**src/rtl/ctrl_datagen_alu_pkg.sv**
```systemverilog
// Shared constants, phase encoding and the Hamming(7,4) encode function for
// the transmit/check front end.
package ctrl_datagen_alu_pkg;

  localparam int NUM_PHASES = 8;
  localparam int PH_GEN     = 1;
  localparam int PH_ENC     = 2;
  localparam int PH_ERR     = 3;
  localparam int PH_COR     = 4;
  localparam int DATA_W     = 4;
  localparam int CODE_W     = 7;

  typedef enum logic [2:0] {
    PHASE_IDLE = 3'd0,
    PHASE_GEN  = 3'd1,
    PHASE_ENC  = 3'd2,
    PHASE_ERR  = 3'd3,
    PHASE_COR  = 3'd4,
    PHASE_5    = 3'd5,
    PHASE_6    = 3'd6,
    PHASE_7    = 3'd7
  } phase_e;

  // Bit index 0..6 holds code positions 1..7; parity bits sit at 1, 2 and 4.
  function automatic logic [CODE_W-1:0] hamming74_enc(input logic [DATA_W-1:0] d);
    logic [CODE_W-1:0] c;
    c[6] = d[3];
    c[5] = d[2];
    c[4] = d[1];
    c[2] = d[0];
    c[0] = d[0] ^ d[1] ^ d[3];
    c[1] = d[0] ^ d[2] ^ d[3];
    c[3] = d[1] ^ d[2] ^ d[3];
    return c;
  endfunction

endpackage

```
**src/rtl/ctrl_datagen_alu_datagen.sv**
```systemverilog
// Test-data generator: a 4-bit counter that advances once per frame strobe.
module ctrl_datagen_alu_datagen
  import ctrl_datagen_alu_pkg::*;
(
  input  logic              clk,
  input  logic              rst,
  input  logic              en,
  output logic [DATA_W-1:0] data
);

  always_ff @(posedge clk) begin
    if (rst) begin
      data <= '0;
    end else if (en) begin
      data <= data + DATA_W'(1);
    end
  end

endmodule

```
**src/rtl/ctrl_datagen_alu_encoder.sv**
```systemverilog
// Hamming(7,4) encoder: combinational encode captured into a register on its strobe.
module hamming74_encoder
  import ctrl_datagen_alu_pkg::*;
(
  input  logic              clk,
  input  logic              rst,
  input  logic              en,
  input  logic [DATA_W-1:0] data,
  output logic [CODE_W-1:0] code
);

  logic [CODE_W-1:0] code_next;

  assign code_next = hamming74_enc(data);

  always_ff @(posedge clk) begin
    if (rst) begin
      code <= '0;
    end else if (en) begin
      code <= code_next;
    end
  end

endmodule

```
**src/rtl/ctrl_datagen_alu_sequencer.sv**
```systemverilog
// Phase sequencer: free-running 3-bit phase state plus its one-hot decode.
module ctrl_datagen_alu_sequencer
  import ctrl_datagen_alu_pkg::*;
(
  input  logic                  clk,
  input  logic                  rst,
  output logic [2:0]            q,
  output logic [NUM_PHASES-1:0] t
);

  phase_e state;

  always_ff @(posedge clk) begin
    if (rst) begin
      state <= PHASE_IDLE;
    end else begin
      state <= phase_e'(state + 3'd1);
    end
  end

  assign q = state;
  assign t = NUM_PHASES'(1) << state;

endmodule

```
**src/rtl/ctrl_datagen_alu.sv**
```systemverilog
// Front end of the Hamming(7,4) chain: phase sequencer, data generator and encoder.
// There is no valid/ready handshake; consumers sample on their own T strobe.
module ctrl_datagen_alu
  import ctrl_datagen_alu_pkg::*;
(
  input  logic                  clk,
  input  logic                  rst,
  output logic [2:0]            Q,
  output logic [NUM_PHASES-1:0] T,
  output logic [DATA_W-1:0]     data,
  output logic [CODE_W-1:0]     data_out
);

  ctrl_datagen_alu_sequencer u_seq (
    .clk (clk),
    .rst (rst),
    .q   (Q),
    .t   (T)
  );

  ctrl_datagen_alu_datagen u_gen (
    .clk  (clk),
    .rst  (rst),
    .en   (T[PH_GEN]),
    .data (data)
  );

  // Encodes the word the generator produced on the previous phase.
  hamming74_encoder u_enc (
    .clk  (clk),
    .rst  (rst),
    .en   (T[PH_ENC]),
    .data (data),
    .code (data_out)
  );

endmodule

```
**config.mk**
```make
export PLATFORM = sky130hd
export DESIGN_NAME = ctrl_datagen_alu
export DESIGN_NICKNAME = d
export VERILOG_FILES = /design/src/rtl/ctrl_datagen_alu_pkg.sv /design/src/rtl/ctrl_datagen_alu_datagen.sv /design/src/rtl/ctrl_datagen_alu_encoder.sv /design/src/rtl/ctrl_datagen_alu_sequencer.sv /design/src/rtl/ctrl_datagen_alu.sv
export SDC_FILE = /design/constraint.sdc
export NUM_CORES = 1
export LEC_CHECK = 0
export ABC_AREA = 1
export BUFFER_PORTS_ARGS = -buffer_cell sky130_fd_sc_hd__buf_2
export CORE_UTILIZATION = 35
export DETAILED_ROUTE_END_ITERATION = 8
export PLACE_DENSITY = 0.67
export RECOVER_POWER = 50
export SYNTH_ARGS = -nofsm -noshare
export SYNTH_HDL_FRONTEND = slang
export SYNTH_SLANG_ARGS = --single-unit
```
**constraint.sdc**
```tcl
create_clock -name clk -period 1.4 [get_ports clk]
set_input_delay 0 -clock clk [delete_from_list [all_inputs] [get_ports clk]]
set_output_delay 0 -clock clk [all_outputs]
set_load 0.05 [all_outputs]
```
==> summary.md, run 1 <==
| Metric | Value |
|---|---|
| Total gr overflow | `0` |
| Placer Congestion | `0.773` |
| Setup TNS | `0 ns` |
| First-pass GRT wire length | `2300 microns` |
| Layout area overhead | `19.5%` |
| Number of synthesized flops with an enable pin | `0` |
| Normalized max-slew margin | `60.5%` |
| Pre-CTS WS | `0.216 ns` |
| Area post-placement | `847 sq um` |
| Total power | `1.07 mW` |
| GRT Util Overall | `14.8%` |
| Synthesis warning total | `0` |
| Static leakage | `0.439 nW` |
| Fin crit share | `92.6%` |
| TritonCTS Buffers | `3` |
| Post-Route WL | `1420 microns` |
| Vias | `616` |
| Routed length per instance | `9.85 microns` |
| Via-per-instance ratio | `4.28` |
| Core area | `0.00198 sq mm` |
| Complex-gate fraction of the synthesized area | `9.23%` |
| Vias in the first global route | `528` |
| Async set-reset flop share out of synthesis | `0%` |
| Peak VDD IR | `484 uV` |
| Clock slew at reported path FFs | `0.08 ns` |
| GRT busiest layer | `met2` |
| Layout cell share with drive strength beyond 1 | `20.5%` |
| Max Transition Viols Final | `0` |
| Setup Viol. Count Final | `0` |
| Met2 Track Usage GR | `21.3%` |
| Nets | `128` |
| Crit-path max FO | `6` |
| Dpl cells | `139` |
| Netlist Area Pre-Place | `746 sq um` |
| Yosys cell types | `18` |
| TritonCTS clock tree | `built` |
| Synth area leader | `dfxtp_1` |
| Top-area cell type share of the netlist area | `37.6%` |
| Max cap viols | `0` |
| Top cells by area, synth | `dfxtp_1 38%, ha_1 13%, nand2_1 8.1%` |
| Startpoint types | `flop` |
| Hold Crit Class | `flop to flop` |
| Initial Utilization | `37.6%` |
| Largest family of logic cells by synthesized area | `simple AND/OR/NAND/NOR gates` |
| Clock buffer depth | `2` |
| Fin area | `891 sq um` |
| Sequential area share after synthesis | `37.6%` |
| # DRC | `0` |
| Critical path type | `flop to primary output` |
| Worst-Margin Slew | `0.595 ns` |
| Clk_lat worst skew | `0.27 ns` |
| Number of antenna violations at the first check in global routing | `0` |
| Status | `finished, final reports clean` |
| Largest net degree at the start of global routing | `12` |
| Simple-gate share of the synthesized area | `21.6%` |
| Total I/O pin count | `24` |
| # diodes | `0` |
| Final Util | `44.9%` |
| Rows | `16` |
| Fin worst setup slack | `0.104 ns` |
| Synth Instances | `96` |
| Drt initial violations | `12` |
| Syn Area/Cell | `7.77 sq um` |
| Adder-cell share of the synthesized area | `13.4%` |
| I/O Buffers | `23` |
| Met3 usage | `4.44%` |
| Router iterations before antenna repair | `4` |
| Non-Filler Instances | `144` |
| Clk Tree Root Cell | `clkbuf_4` |
| GR met1 Demand/Resource | `18.9%` |
| Hold_ws | `0.448 ns` |
| XOR/XNOR Fraction of Synth Area | `2.35%` |
| Clk sinks | `14` |
| Syn_nets | `106` |
| Antenna-violating nets left | `0` |
| Most common cell in the synthesized netlist | `nand2_1` |
| CTS H-Tree Depth | `1` |
| Tmin final | `1.30 ns` |
| Crit path required time | `1.40 ns` |
| Mux cell area share after synthesis | `0%` |
| Yosys reg bits | `14` |
| Highest Clock Rate | `0.771 GHz` |
| Unrepaired setup endpoints after global routing | `false` |
| Fill cell count | `205` |
| Die width | `48.2 microns` |
| Pwr dens | `1200 mW/mm^2` |
| Die ar. | `0.00232 sq mm` |
| Detailed Place HPWL | `1070 microns` |
| Hold violation count in the final report | `0` |
| Die height | `48.2 microns` |
| Clock Skews | `0.00188 ns` |
| Top FF cell, synth | `dfxtp_1` |
| Critical path arrival | `1.30 ns` |
| Synth top cells by count | `16 x nand2_1, 14 x dfxtp_1, 13 x inv_1, 13 x nor2_1, 8 x ha_1` |
| Critical Path Sink Type | `primary output` |
layout make-up:
class	instances	area [sq um]	area share, %
well taps	27	33.8	3.79
clock buffers	4	36.3	4.07
inverters	15	58.8	6.60
flip-flops and latches	14	284	31.9
multi-input cells	59	353	39.6
repair buffers	25	125	14.0
final timing paths:
kind,start,to,slack (ns),cells after the start
hold / removal,u_seq.q[0],u_seq.q[0],0.45,1
setup / recovery,u_seq.q[1],T[1],0.10,5
hold reg to reg,u_seq.q[0],u_seq.q[0],0.45,1
setup reg to reg,u_seq.q[0],u_enc.code[1],0.22,8
where the power goes:
part | total (mW) | switching (mW) | internal (mW)
clock | 0.286 | 0.128 | 0.158
combinational | 0.323 | 0.247 | 0.0760
sequential | 0.458 | 0.0277 | 0.430
critical path: stages, from the launching register on:
cell and delay [ns]:
dfxtp_2 0.34, inv_1 0.08, ha_2 0.21, nand2_4 0.07
inv_1 0.10, buf_4 0.21
placed cells by master (no fill, tap or decap), types with 2 or more instances in the layout:
cell type / count
a21oi_1: 6
buf_2: 5
buf_4: 2
clkbuf_1: 15
clkbuf_4: 4
dfxtp_1: 11
dfxtp_2: 3
ha_1: 7
inv_1: 13
nand2_1: 16
nand2_4: 2
nand3_1: 2
nor2_1: 12
nor3_1: 2
o21ai_0: 4
o21ai_1: 2
xnor2_1: 2
sequential cells by signal, summed over array words and instances, names as in the netlist:
signal      flops
u_enc.code      7
u_gen.data      4
u_seq.q         3
cell families (layout without fill, tap and decap cells):
logic type                 after synthesis  count (layout)
and+or+nand+nor                         36              36
DFF                                     14              14
AOI/OAI and AO/OA                       13              13
buffers and inverters                   23              44
adders and majority gates                8               8
xor gates and xnor gates                 2               2
timing repair:
item / CTS / global route
cloned: 0 / 0
hold endpoints to repair: 5 / 0
hold buffers: 1 / 0
gates resized for setup: 1 / 6
setup endpoints to repair: 1 / 3
buffers inserted: 0 / 0
metal layers:
| layer | vias up | share of wire (%) |
|---|---|---|
| met4 | 0 | 2.0 |
| li1 | 336 | - |
| met5 | - | 0 |
| met1 | 268 | 51 |
| met2 | 10 | 44 |
| met3 | 2 | 3.2 |
No activity file was read; power rests on OpenSTA's default activity.
==> run 2: changes to the inputs <==
- PLACE_DENSITY: 0.67 -> 0.66
==> run 2 against run 1 <==
Net effect:
- first-iteration DRC count grew 17%
- combinational power decreased by 1%
- sequential power hardly changed
- worst setup slack better by 0.017 ns
- clock skew is 0.0027 ns higher
- clock power fell by 23%
- critical path type unchanged
- highest routed layer is now met3
==> summary.md, run 2 (synthesis gave the netlist of run 1 again) <==
| Metric | Value |
|---|---|
| Met2 wire length | `589 microns` |
| Hold Crit Class | `flop to flop` |
| Cell internal pwr | `0.605 mW` |
| I/O Buffers | `23` |
| Most frequent cells in the layout | `16 x nand2_1, 15 x clkbuf_1, 13 x inv_1, 12 x nor2_1, 11 x dfxtp_1` |
| TritonCTS clock tree | `built` |
| Routed length per instance | `9.43 microns` |
| Detailed Place HPWL | `1070 microns` |
| Clk sinks | `14` |
| Combinational share of power | `32.0%` |
| GRT Util Overall | `12.0%` |
| Non-Filler Instances | `143` |
| Startpoint types | `flop` |
| Switching Share | `39.3%` |
| Hold_ws | `0.448 ns` |
| Dpl cells | `139` |
| Clk_lat worst skew | `0.27 ns` |
| M1 wire length | `713 microns` |
| Max cap viols | `0` |
| CTS H-Tree Depth | `1` |
| Fin area | `872 sq um` |
| Core area | `0.00198 sq mm` |
| TritonCTS Buffers | `3` |
| # DRC | `0` |
| Peak VDD IR | `579 uV` |
| Vias | `612` |
| Layout cell share with drive strength beyond 1 | `19.0%` |
| Max reg flops | `7` |
| Clock Skews | `0.00459 ns` |
| Post-Route WL | `1350 microns` |
| Die height | `48.2 microns` |
| Setup Buffers After CTS | `0` |
| Clock buffer depth | `2` |
| Tmin final | `1.28 ns` |
| Unrepaired setup endpoints after global routing | `false` |
| Crit-path max FO | `6` |
| Hold violation count in the final report | `0` |
| Pre-CTS WS | `0.226 ns` |
| Largest net degree at the start of global routing | `12` |
| Clk Tree Root Cell | `clkbuf_4` |
| Worst-Margin Slew | `0.593 ns` |
| Most common cell after layout, fill and taps aside | `nand2_1` |
| Critical path arrival | `1.28 ns` |
| Nets | `128` |
| Fin worst setup slack | `0.120 ns` |
| Total gr overflow | `0` |
| Placer Congestion | `0.785` |
| Critical path type | `flop to primary output` |
| Clock slew at reported path FFs | `0.08 ns` |
| DR top layer | `met3` |
| Setup TNS | `0 ns` |
| P_sw | `0.392 mW` |
| Highest Clock Rate | `0.782 GHz` |
| Max Transition Viols Final | `0` |
| Crit path max-delay cell type | `dfxtp_2` |
| Antenna-violating nets left | `0` |
| Via-per-instance ratio | `4.28` |
| Router iterations before antenna repair | `4` |
| Initial Utilization | `37.6%` |
| Status | `finished, final reports clean` |
| Crit-path max cell delay | `0.34 ns` |
| Die width | `48.2 microns` |
| First-pass GRT wire length | `1980 microns` |
| Fin crit share | `91.4%` |
| Critical Path Sink Type | `primary output` |
| Vias in the first global route | `471` |
| Pwr dens | `1140 mW/mm^2` |
| Layout area overhead | `16.9%` |
| Register share of total power | `46.0%` |
| Setup Viol. Count Final | `0` |
| Area post-placement | `847 sq um` |
| Reg with most FFs | `u_enc.code` |
| Most used cell, CP | `inv_1` |
| Number of antenna violations at the first check in global routing | `0` |
| Rows | `16` |
| Crit path required time | `1.40 ns` |
| # diodes | `0` |
| Clock Power Share | `22.0%` |
| Die ar. | `0.00232 sq mm` |
| Total I/O pin count | `24` |
| Crit-path cells | `inv_1, ha_1, nand2_4, inv_1, buf_4` |
| Routed met3 length | `47 microns` |
| Normalized max-slew margin | `60.6%` |
| Static leakage | `0.434 nW` |
| Drt initial violations | `14` |
## run 2: cell count changes in the layout (fill, tap and decap cells not counted), sizes merged
cell / previous run / this run
buf: 8 / 9
clkbuf: 20 / 18
## run 2: power by group through the flow
stage          registers [mW]  clock network, mW  logic, mW
2_1_floorplan           0.546                  0      0.199
3_3_place_gp            0.467                  0      0.320
3_5_place_dp            0.468                  0      0.321
4_1_cts                 0.458              0.225      0.326
5_1_grt                 0.464              0.250      0.344
6_report                0.458              0.219      0.319
## run 2: per-stage QoR
| stage | util, % | power [mW] |
|---|---|---|
| after detailed placement | 42.7 | 0.789 |
| after global routing | 44.0 | 1.06 |
| after global placement | 42.7 | 0.786 |
| after floorplan | - | 0.745 |
| final | 44.0 | 0.997 |
| after CTS | 44.5 | 1.01 |
## run 2: repair_timing
item,in CTS,in global routing
hold buffers,1,0
gates cloned,0,0
setup endpoints to repair,1,2
resized for setup,1,4
hold endpoints to repair,5,0
## run 2: cell type report
cell class / instances / area [sq um]
multi-input combinational: 59 / 350
fill: 209 / 1110
sequential: 14 / 284
clock buffer: 3 / 22.5
tap: 27 / 33.8
timing repair buffer: 25 / 123
inverter: 15 / 58.8
## run 2: path summary, 6_finish.rpt
check | startpoint | endpoint | slack (ns) | cells after the start
worst min register to register | u_seq.q[0] | u_seq.q[0] | 0.45 | 1
worst max-delay path | u_seq.q[1] | T[1] | 0.12 | 5
worst max register to register | u_seq.q[0] | u_enc.code[1] | 0.24 | 8
worst min-delay path | u_seq.q[0] | u_seq.q[0] | 0.45 | 1
## run 2: critical path: cells and delay by family (launching register included)
kind                       cells  cell delay, ns
buffers and inverters          3            0.38
DFF                            1            0.34
and+or+nand+nor                1            0.08
adders and majority gates      1            0.20
## run 2: metal layers
metal | up-vias | global-route usage [%]
met1 | 268 | 17.2
met5 | - | 0
li1 | 330 | -
met4 | 0 | 3.33
met3 | 0 | 3.33
met2 | 14 | 17.6
==> run 3: changes to the inputs <==
- CORE_MARGIN: not set -> 2
==> run 3 against run 2 <==
Net effect:
- utilization rose by 0.95 points
- combinational power grew 2%
- clock skew fell by 0.0031 ns
- via count grew 3.9%
- die area up 8.5%
- critical path depth unchanged
- fmax down 1.4%
- critical endpoint is now T[2]
==> summary.md, run 3 (synthesis gave the netlist of run 1 again) <==
| Metric | Value |
|---|---|
| P_sw | `0.412 mW` |
| Die height | `50.2 microns` |
| Static leakage | `0.446 nW` |
| First-pass GRT wire length | `2350 microns` |
| Pwr dens | `1210 mW/mm^2` |
| Vias | `636` |
| Setup TNS | `0 ns` |
| Total gr overflow | `0` |
| Total I/O pin count | `24` |
| Crit-path max cell delay | `0.35 ns` |
| # DRC | `0` |
| Clock slew at reported path FFs | `0.08 ns` |
| Most frequent cells in the layout | `16 x nand2_1, 13 x inv_1, 13 x clkbuf_1, 12 x nor2_1, 11 x dfxtp_1` |
| Critical path arrival | `1.30 ns` |
| Drt initial violations | `23` |
| Hold Crit Class | `flop to flop` |
| Nets | `128` |
| Pre-CTS WS | `0.231 ns` |
| Crit path max-delay cell type | `dfxtp_2` |
| Crit-path max FO | `11` |
| Die width | `50.2 microns` |
| Router iterations before antenna repair | `4` |
| Max Transition Viols Final | `0` |
| Clk_lat worst skew | `0.29 ns` |
| Layout cell share with drive strength beyond 1 | `20.5%` |
| Non-Filler Instances | `144` |
| Setup Viol. Count Final | `0` |
| Via-per-instance ratio | `4.42` |
| Combinational share of power | `30.2%` |
| Worst-Margin Slew | `0.609 ns` |
| Fin crit share | `92.7%` |
| Normalized max-slew margin | `59.6%` |
| Critical Path Sink Type | `primary output` |
| Post-Route WL | `1430 microns` |
| Crit-path cells | `inv_1, ha_1, nand2_4, inv_4, buf_6` |
| Setup Buffers After CTS | `0` |
| TritonCTS Buffers | `3` |
| Clk Tree Root Cell | `clkbuf_4` |
| Clock Skews | `0.00153 ns` |
| TritonCTS clock tree | `built` |
| Hold worst-path end | `u_seq.q[0]` |
| Highest Clock Rate | `0.770 GHz` |
| Vias in the first global route | `544` |
| Largest net degree at the start of global routing | `12` |
| R2R depth | `8` |
| Clock buffer depth | `2` |
| Most common cell after layout, fill and taps aside | `nand2_1` |
| Max cap viols | `0` |
| Rows | `16` |
| Flop2flop setup slack | `0.23 ns` |
| Status | `finished, final reports clean` |
| Hold_ws | `0.444 ns` |
| Cell depth of the worst hold path | `1` |
| Peak VDD IR | `586 uV` |
| Detailed Place HPWL | `1090 microns` |
| Clk sinks | `14` |
| Dpl cells | `139` |
| Reg-to-Reg End | `u_enc.code[1]` |
| Routed length per instance | `9.90 microns` |
| Reg with most FFs | `u_enc.code` |
| Number of antenna violations at the first check in global routing | `0` |
| Critical path type | `flop to primary output` |
| Layout area overhead | `19.5%` |
| Crit path required time | `1.40 ns` |
| # diodes | `0` |
| CTS H-Tree Depth | `1` |
| Register share of total power | `42.4%` |
| Worst r2r src | `u_seq.q[0]` |
| Cell internal pwr | `0.667 mW` |
| Antenna-violating nets left | `0` |
| Clock Power Share | `27.4%` |
| Hold violation count in the final report | `0` |
| Total power | `1.08 mW` |
| Core area | `0.00198 sq mm` |
| Hold path start | `u_seq.q[0]` |
| Placer Congestion | `0.819` |
| Max reg flops | `7` |
| Switching Share | `38.2%` |
| I/O Buffers | `23` |
| Tmin final | `1.30 ns` |
| Unrepaired setup endpoints after global routing | `false` |
| Initial Utilization | `37.6%` |
| GRT Util Overall | `12.4%` |
| Fin worst setup slack | `0.102 ns` |
| Die ar. | `0.00252 sq mm` |
| Startpoint types | `flop` |
==> run 3: repair_timing <==
item	CTS	global route
gates resized for setup	1	5
hold buffers	1	0
endpoints found under the setup margin	1	2
endpoints found under the hold margin	5	0
==> run 3: area by class of cell <==
| class | instances | area [sq um] |
|---|---|---|
| well taps | 27 | 33.8 |
| clock buffers | 4 | 36.3 |
| fillers | 191 | 1090 |
| repair buffers | 25 | 128 |
| inverters | 15 | 58.8 |
| multi-input cells | 59 | 350 |
| flip-flops and latches | 14 | 284 |
==> run 3: critical path: cells and delay by family, from the launching register on <==
family,cells,cell delay (ns)
buf+inv,3,0.36
simple gates,1,0.09
fa+ha+maj,1,0.21
flops,1,0.35
==> run 3: power groups by stage <==
stage / combinational [mW] / clock, mW / sequential [mW]
after global placement: 0.320 / 0 / 0.466
final: 0.325 / 0.295 / 0.458
after floorplan: 0.199 / 0 / 0.546
after detailed placement: 0.323 / 0 / 0.466
after CTS: 0.328 / 0.300 / 0.457
after global routing: 0.348 / 0.323 / 0.463
==> run 3: stage by stage <==
step                util, %  area (sq um)
floorplan                 -           752
detailed placement     42.7           847
global route           44.9           891
CTS                    45.2           896
finish                 44.9           891
global placement       42.7           847
==> run 3: per-layer routing <==
| metal | up-vias | part of all wire, % | wire length, microns | track usage (%) |
|---|---|---|---|---|
| li1 | 331 | - | - | - |
| met1 | 286 | 48 | 682 | 15.8 |
| met2 | 15 | 45 | 646 | 18.2 |
| met3 | 4 | 4.3 | 62 | 2.98 |
| met4 | 0 | 2.5 | 35 | 8.80 |
| met5 | - | 0 | 0 | 0 |
==> run 3: worst max path at each step <==
stage / startpoint / endpoint / depth (start not counted)
detailed placement: u_seq.q[0] / u_enc.code[3] / 6
floorplan: u_seq.q[0] / u_enc.code[6] / 7
global placement: u_seq.q[0] / u_enc.code[3] / 6
CTS: u_seq.q[1] / T[1] / 5
finish: u_seq.q[0] / T[2] / 5
global route: u_seq.q[1] / T[1] / 5
